## src/rtl/finder_pkg.sv

```systemverilog
// Shared types and constants for the writeback path: lane format, vector
// result layout and the serializer state encoding.
package finder_pkg;

    localparam int N       = 32;
    localparam int Q       = 16;
    localparam int ALU_NUM = 24;
    localparam int ADDR_W  = 16;

    typedef logic signed [N-1:0] lane_t;
    typedef lane_t [ALU_NUM-1:0] vec_t;

    typedef struct packed {
        logic [ALU_NUM-1:0] mask;
        vec_t               data;
        logic [ADDR_W-1:0]  base;
    } wb_entry_t;

    typedef enum logic {
        IDLE = 1'b0,
        SEND = 1'b1
    } wb_state_e;

endpackage

```

## src/rtl/lane_picker.sv

```systemverilog
// Combinational lane search over a lane-enable mask: lowest enabled lane,
// and lowest enabled lane strictly above ptr.
module lane_picker
    import finder_pkg::*;
#(
    parameter int W  = ALU_NUM,
    parameter int IW = (ALU_NUM > 1) ? $clog2(ALU_NUM) : 1
) (
    input  logic [W-1:0]  mask,
    input  logic [IW-1:0] ptr,
    output logic [IW-1:0] next_idx,
    output logic [IW-1:0] first_idx,
    output logic          has_next,
    output logic          any
);

    always_comb begin
        next_idx  = '0;
        first_idx = '0;
        has_next  = 1'b0;
        any       = 1'b0;
        // Scan downward so the final hit is the lowest qualifying lane.
        for (int unsigned i = W; i > 0; i--) begin
            if (mask[i-1]) begin
                first_idx = IW'(i - 1);
                any       = 1'b1;
                if ((i - 1) > 32'(ptr)) begin
                    next_idx = IW'(i - 1);
                    has_next = 1'b1;
                end
            end
        end
    end

endmodule

```

## src/rtl/writeback_serializer.sv

```systemverilog
// Buffers completed vector results in a small FIFO and streams their enabled
// lanes one per beat onto a single valid/ready write port.
module writeback_serializer
    import finder_pkg::*;
#(
    parameter int N       = 32,
    parameter int ALU_NUM = 24,
    parameter int DEPTH   = 2,
    parameter int ADDR_W  = 16
) (
    input  logic                      clk,
    input  logic                      rstn,
    input  logic                      in_valid,
    output logic                      in_ready,
    input  logic [ALU_NUM-1:0]        in_mask,
    input  logic                      in_zero,
    input  logic [ALU_NUM-1:0][N-1:0] in_data,
    input  logic [ADDR_W-1:0]         in_base,
    output logic                      wr_valid,
    input  logic                      wr_ready,
    output logic [ADDR_W-1:0]         wr_addr,
    output logic [N-1:0]              wr_data,
    output logic                      wr_last,
    output logic                      zero_flag,
    output logic                      busy
);

    localparam int AW = (DEPTH > 1) ? $clog2(DEPTH) : 1;
    localparam int IW = (ALU_NUM > 1) ? $clog2(ALU_NUM) : 1;
    localparam logic [AW:0] FULL_C = (AW+1)'(DEPTH);
    localparam logic [AW:0] ONE_C  = (AW+1)'(1);

    typedef struct packed {
        logic [ALU_NUM-1:0]        mask;
        logic [ALU_NUM-1:0][N-1:0] data;
        logic [ADDR_W-1:0]         base;
    } entry_t;

    entry_t        mem [DEPTH];
    entry_t        head;
    logic [AW-1:0] wr_ptr, rd_ptr;
    logic [AW:0]   count;
    logic          full, empty, push, pop;

    wb_state_e     state, state_next;
    logic [IW-1:0] ptr, ptr_next;

    logic [ALU_NUM-1:0] next_mask;
    logic               next_avail;
    logic [IW-1:0]      h_first, h_next, n_first, unused_n_next;
    logic               h_any, h_has_next, n_any, unused_n_has_next;

    assign full     = (count == FULL_C);
    assign empty    = (count == '0);
    assign in_ready = !full;
    assign busy     = !empty;
    assign push     = in_valid && !full;
    assign head     = mem[rd_ptr];

    // With one entry left, the follower is whatever lands in the same edge,
    // so its mask is taken straight from the input to avoid an idle cycle.
    assign next_mask  = (count == ONE_C) ? in_mask : mem[rd_ptr + AW'(1)].mask;
    assign next_avail = (count > ONE_C) || push;

    lane_picker #(.W(ALU_NUM), .IW(IW)) u_head_pick (
        .mask      (head.mask),
        .ptr       (ptr),
        .next_idx  (h_next),
        .first_idx (h_first),
        .has_next  (h_has_next),
        .any       (h_any)
    );

    lane_picker #(.W(ALU_NUM), .IW(IW)) u_next_pick (
        .mask      (next_mask),
        .ptr       ('0),
        .next_idx  (unused_n_next),
        .first_idx (n_first),
        .has_next  (unused_n_has_next),
        .any       (n_any)
    );

    always_ff @(posedge clk or negedge rstn) begin
        if (!rstn) begin
            wr_ptr    <= '0;
            rd_ptr    <= '0;
            count     <= '0;
            zero_flag <= 1'b0;
        end else begin
            if (push) begin
                wr_ptr    <= wr_ptr + AW'(1);
                zero_flag <= in_zero;
            end
            if (pop) begin
                rd_ptr <= rd_ptr + AW'(1);
            end
            count <= count + (AW+1)'(push) - (AW+1)'(pop);
        end
    end

    always_ff @(posedge clk) begin
        if (push) begin
            mem[wr_ptr] <= '{mask: in_mask, data: in_data, base: in_base};
        end
    end

    always_ff @(posedge clk or negedge rstn) begin
        if (!rstn) begin
            state <= IDLE;
            ptr   <= '0;
        end else begin
            state <= state_next;
            ptr   <= ptr_next;
        end
    end

    always_comb begin
        state_next = state;
        ptr_next   = ptr;
        case (state)
            IDLE: begin
                if (!empty && h_any) begin
                    state_next = SEND;
                    ptr_next   = h_first;
                end
            end
            SEND: begin
                if (wr_ready) begin
                    if (h_has_next) begin
                        ptr_next = h_next;
                    end else if (next_avail && n_any) begin
                        ptr_next = n_first;
                    end else begin
                        state_next = IDLE;
                    end
                end
            end
            default: state_next = IDLE;
        endcase
    end

    always_comb begin
        wr_valid = 1'b0;
        wr_addr  = '0;
        wr_data  = '0;
        wr_last  = 1'b0;
        pop      = 1'b0;
        case (state)
            IDLE: begin
                // An all-disabled entry retires here without producing a beat.
                pop = !empty && !h_any;
            end
            SEND: begin
                wr_valid = 1'b1;
                wr_addr  = head.base + ADDR_W'(ptr);
                wr_data  = head.data[ptr];
                wr_last  = !h_has_next;
                pop      = wr_ready && !h_has_next;
            end
            default: ;
        endcase
    end

endmodule

```

## config.mk

```make
export PLATFORM = sky130hd
export DESIGN_NAME = writeback_serializer
export DESIGN_NICKNAME = d
export VERILOG_FILES = /design/src/rtl/finder_pkg.sv /design/src/rtl/lane_picker.sv /design/src/rtl/writeback_serializer.sv
export SDC_FILE = /design/constraint.sdc
export NUM_CORES = 2
export LEC_CHECK = 0
export CAP_MARGIN = 25
export CELL_PAD_IN_SITES_DETAIL_PLACEMENT = 1
export CELL_PAD_IN_SITES_GLOBAL_PLACEMENT = 1
export CORE_UTILIZATION = 30
export DETAILED_ROUTE_END_ITERATION = 6
export PLACE_DENSITY = 0.59
export SLEW_MARGIN = 5
export SYNTH_ARGS = -nofsm -noshare
export SYNTH_HDL_FRONTEND = slang
export SYNTH_SLANG_ARGS = --single-unit
```

## constraint.sdc

```tcl
create_clock -name clk -period 88.9 [get_ports clk]
set_clock_uncertainty 0.15 [all_clocks]
set_input_delay 17.78 -clock clk [delete_from_list [all_inputs] [get_ports clk]]
set_output_delay 17.78 -clock clk [all_outputs]
set_load 0.005 [all_outputs]
```

# Yosys cells after proc, flatten, opt, wreduce, memory -nomap -nowiden
# Memory sizes are Yosys's and may differ from the RTL's.
# Cells that the tools add are included.
# totals
regBits	11
latchBits	0
ramBits	1616
romBits	0
input_bits	813
output_inout_bits	53
elab_cells	263
n_memories	1
# memory_table
name	depth	width	rd	rd_ports_with_merged_regs	wr	line_no	rtl
mem	2	808	2	0	1	writeback_serializer.sv:39	entry_t mem [DEPTH];
# classes
add_sub_neg	5
n_mul	0
div	0
magnitude_cmp	25
eq_ne	5
shifts	0
mux	208
bitwise_logic	1
n_reduce_logical	12
# ops
op	count
5-bit 2-to-1 mux	98
32-bit binary-select mux with 5-bit select	1
1-bit 2-to-1 mux	102
32-bit 2-to-1 mux	2
4-bit by 5-bit > comparator with 1-bit output (first input constant)	8
5-bit > comparator (first input constant)	8
24-bit 2-to-1 mux	1
3-bit by 5-bit > comparator with 1-bit output (first input constant)	4
16-bit by 5-bit adder with 16-bit output	1
16-bit 2-to-1 mux	1
2-bit by 5-bit > comparator with 1-bit output (first input constant)	2
5-bit case mux with 2 select lines	1
5-bit by 6-bit less-than comparator with 1-bit output (second input constant)	1
1-bit by 5-bit > comparator with 1-bit output (first input constant)	1
1-bit logical AND	5
1-bit zero test	4
2-bit != test (second input constant)	2
1-bit case mux with 2 select lines	2
3-bit by 1-bit != test with 1-bit output (second input constant)	1
3-bit AND reduction	1
1-bit adder (second input constant)	2
2-bit by 1-bit adder with 2-bit output	1
2-bit by 1-bit equality test with 1-bit output (second input constant)	1
2-bit equality test (second input constant)	1
other kinds (5)	5

# Logic depth before layout (Yosys ltp)
# depth
word_depth	51
depth_mapped	19
mapped_depth_nobuf	12

# Hierarchy
# A second synthesis with hierarchy kept.
# unflattened
cells_unflattened	3155
hier_area_um2	64760.9
# modules_own_cells
mod	instances	cells_each	area_each_um2	seq_area_each_um2
writeback_serializer	1	2829	62914.1	48801.8
lane_picker	2	163	923.4	0.0

# Worst setup path before layout
# OpenSTA, ideal clock, no wires.
# synth_path
kind	input -> register
from	in in_valid
to	mem mem[0][0] in the netlist's numbering (enable)
setup_ps	2004
arrival_time_ps	51288
t_required_ps	86746
setup_slack_ps	35458
path_stages	2
path_buffers	0
path_cell_list	nand2_1 nor2_1
# synth_between
elab_chain_cells	3
# synth_rtl
element	line_no	rtl
start: declaration	writeback_serializer.sv:13	input logic in_valid,
1-bit logical AND	writeback_serializer.sv:57	assign push = in_valid && !full;
1-bit 2-to-1 mux	writeback_serializer.sv:102	if (push) begin
1-bit 2-to-1 mux (not written as such)	writeback_serializer.sv:103	mem[wr_ptr] <= '{mask: in_mask, data: in_data, base: in_base};
end: declaration	writeback_serializer.sv:39	
# Every way passes these cells.

# Worst setup path after layout
# layout_path
from	reg rd_ptr
to	out wr_data[26]
# layout_between
elab_chain_cells	4
# layout_rtl
element	line_no	rtl
start: declaration	writeback_serializer.sv:41	logic [AW-1:0] wr_ptr, rd_ptr;
start signal: assignment	writeback_serializer.sv:95	rd_ptr <= rd_ptr + AW'(1);
memory read 2 x 808 bit	n/a	
32-bit binary-select mux with 5-bit select	writeback_serializer.sv:156	wr_data = head.data[ptr];
32-bit 2-to-1 mux (not written as such)	writeback_serializer.sv:156	
32-bit 2-to-1 mux	writeback_serializer.sv:148	case (state)
end: declaration	writeback_serializer.sv:22	output logic [N-1:0] wr_data,
# Every way passes these cells. The select of a mux whose other input is x is not followed.

==> results.json <==
{
  "initial_detailed_routing_violation_count": 3120,
  "grt_setup_unrepaired": "no",
  "worstReg2RegStart": "count[1]",
  "power-per-cell-area_nw_per_um2": 33.45,
  "synth_largest_type_area_fraction_pct": 75.34,
  "synth-warning-count": 0,
  "synth_nets": 3786,
  "syn_to_final_growth_pct": 27.75,
  "cell_type_with_the_largest_total_area_after_synthesis": "edfxtp_1",
  "area_of_the_die_sq_um": 216600,
  "place.port_buffers": 865,
  "met2_usage_pct": 31.87,
  "totalWireLength_microns": 207000,
  "slew-limit-headroom_pct": 31.08,
  "syn_inst_count": 2965,
  "timing.critical_path.required_ps": 70970,
  "synth_enable_flop_cells": 1616,
  "routed-via-count": 34450,
  "rows": 169,
  "period_minus_slack_ps": 24890,
  "grt_antenna_before_repair": 108,
  "clk_latency_ps": 810,
  "nNetsFinal": 4730,
  "worstSetupEndpointType": "primary output",
  "final_hold_viol_count": 0,
  "fin_tns_setup_ps": 0,
  "gr-usage-all-layers_pct": 18.78,
  "yosysSeqAreaShare_pct": 75.76,
  "number_of_buffers_on_the_longest_clock_path": 3,
  "routed_via_density": 4.992,
  "cts-htree-levels": 4,
  "yosys.cell_count.top_type": "edfxtp_1",
  "critical_path.max_fanout": 78,
  "worst_hold_startpoint": "zero_flag",
  "fin_hold_ws_ps": 362.0,
  "grt_max_degree": 147,
  "first_pass_drt_iterations": 5,
  "report.final.setup_viol": 0,
  "cts.sink_count": 1627,
  "run_status": "complete, no violations",
  "timing.critical_path.from": "rd_ptr",
  "cts.clk_slew.worst_paths_ps": 60,
  "drc": 0,
  "netlist_area_sq_um": 64410,
  "drive_gt1_share_pct": 19.05,
  "holdCritPathClass": "register to register",
  "worstSetupStartpointType": "register",
  "holdBufCountCts": 0,
  "wl_per_cell_microns": 30.00,
  "final.setup.worst_slack_ps": 64010,
  "synthDistinctLibCells": 75,
  "max_freq_ghz": 0.04017,
  "number_of_slew_limit_violations_in_the_final_report": 0,
  "ioPinCount": 866,
  "gr_overflow_total": 0,
  "pre_cts_slack_ps": 64500,
  "grt_use_met1_pct": 24.29,
  "crit_arrival_ps": 6960,
  "grt.busiest_layer": "met2",
  "tritoncts.num_buffers": 177,
  "period_share_pct": 28.00,
  "postCtsSetupRepairBufs": 0,
  "route.antenna.remaining_nets": 0,
  "synth-seq-cells": 1627,
  "clock_tree_from_tritoncts": "yes",
  "worstSetupPathType": "register to primary output",
  "effective_utilization_at_floorplan_pct": 30.28,
  "die_h_microns": 465.4,
  "clock-root-buffer": "clkbuf_16",
  "grtUsageMet3_pct": 4.428,
  "synth_area_per_cell_sq_um": 21.72,
  "fraction_of_registers_with_async_set_or_reset_after_synthesis_pct": 0.6761,
  "hpwlAfterDp_microns": 146500,
  "core_region_sq_um": 212700,
  "cts_repair_resize_count": 0,
  "ir_drop_uv": 20.57,
  "top_post_synthesis_cells_by_area": "edfxtp_1 75%, mux4_2 13%, mux2i_1 3.4%, mux2_2 0.80%, o22ai_1 0.73%",
  "vias_in_the_first_global_route": 36570,
  "grt_first_pass_wirelength_microns": 284900,
  "gp_routability_congestion": 0.8179,
  "synth-main-ff-cell": "edfxtp_1",
  "chipWidth_microns": 465.4,
  "worstMarginPinSlew_ps": 1034,
  "synth.cells.most_frequent": "1616 x edfxtp_1, 384 x mux4_2, 219 x mux2i_1, 75 x o22ai_1, 62 x clkbuf_1",
  "maxCapViolCount": 0,
  "static-leakage-power_nw": 27.06
}
==> sequential cells by signal, indices dropped and copies added (netlist names) <==
| register | flops |
|---|---|
| mem | 1616 |
| ptr | 5 |
| count | 2 |
| rd_ptr | 1 |
| state | 1 |
| wr_ptr | 1 |
| zero_flag | 1 |
==> critical path, cell delays in order (launching register included) <==
cell and delay [ps]:
dfrtp_4 940, buf_4 580, buf_4 600, buf_12 580, buf_4 660, buf_4 630, mux4_2 590, mux2i_1 180
o22ai_1 160, a211oi_1 420, nor2b_1 160, clkdlybuf4s50_1 480
==> layout by cell type, fill, tap and decap left out, drive strengths merged, types with 5 or more instances in the layout <==
cell,n
o311a,9
and2,21
a21oi,43
clkinv,74
nand4,5
buf,64
clkbuf,210
edfxtp,1616
nand3,11
o21ai,20
mux2i,220
ha,7
clkdlybuf4s50,865
and3,6
xnor2,10
o31ai,10
dfrtp,11
o211a,5
or3,7
diode,27
o21a,8
a211oi,22
o22ai,75
nand2b,12
mux4,384
a31oi,5
nor2b,19
bufinv,17
o32ai,5
o21bai,5
inv,18
nor3,22
nand2,34
nor2,58
o31a,10
o221ai,16
or2,5
clkinvlp,12
mux2,46
==> final timing paths <==
check                           slack (ps)          end  cells after the start
worst max-delay path                 64010  wr_data[26]                     11
worst min-delay path                   360    zero_flag                      1
worst max register to register       83340  mem[1][156]                      7
worst min register to register         360    zero_flag                      1
max in group asynchronous            70830       ptr[1]                      1
min in group asynchronous            17240    zero_flag                      1
==> logic make-up (layout without fill, tap and decap cells) <==
kind of cell / count (synthesis) / count (layout) / synth area share [%]
AOI/OAI and AO/OA: 276 / 276 / 3.021
muxes: 650 / 650 / 17.67
xor gates and xnor gates: 13 / 13 / 0.1768
adders and majority gates: 8 / 8 / 0.1670
DFF: 1627 / 1627 / 75.76
and+or+nand+nor: 218 / 218 / 1.746
other: 0 / 27 / 0
buffers and inverters: 173 / 1260 / 1.459
==> per-stage QoR <==
| stage | cells | area [sq um] | util, % | total power [mW] |
|---|---|---|---|---|
| after global routing | 6886 | 82250 | 38.67 | 2.877 |
| after detailed placement | 6549 | 76340 | 35.89 | 2.056 |
| after CTS | 6871 | 82190 | 38.64 | 2.802 |
| after floorplan | 2965 | 64410 | - | 1.885 |
| after global placement | 6544 | 76260 | 35.85 | 2.041 |
| final | 6900 | 82290 | 38.68 | 2.752 |
==> where the power goes <==
| group | switching (mW) | internal [mW] |
|---|---|---|
| combinational | 0.514 | 0.392 |
| clock | 0.315 | 0.422 |
| sequential | 0.0590 | 1.05 |
| total | 0.888 | 1.86 |
==> metal layers <==
metal,up-vias,part of all wire (%)
met3,346,6.2
li1,14550,-
met1,18270,41
met2,1211,50
met4,76,2.0
met5,-,0.23
==> layout make-up <==
type,instances,area [sq um]
multi-input cells,1165,14700
well taps,2821,3530
repair buffers,929,9288
diodes,27,67.56
flip-flops and latches,1627,48830
inverters,9,33.78
fillers,20690,130400
clock buffers,210,4584
clock inverters,112,1259
Note: power is estimated with default switching activity, not from simulation.
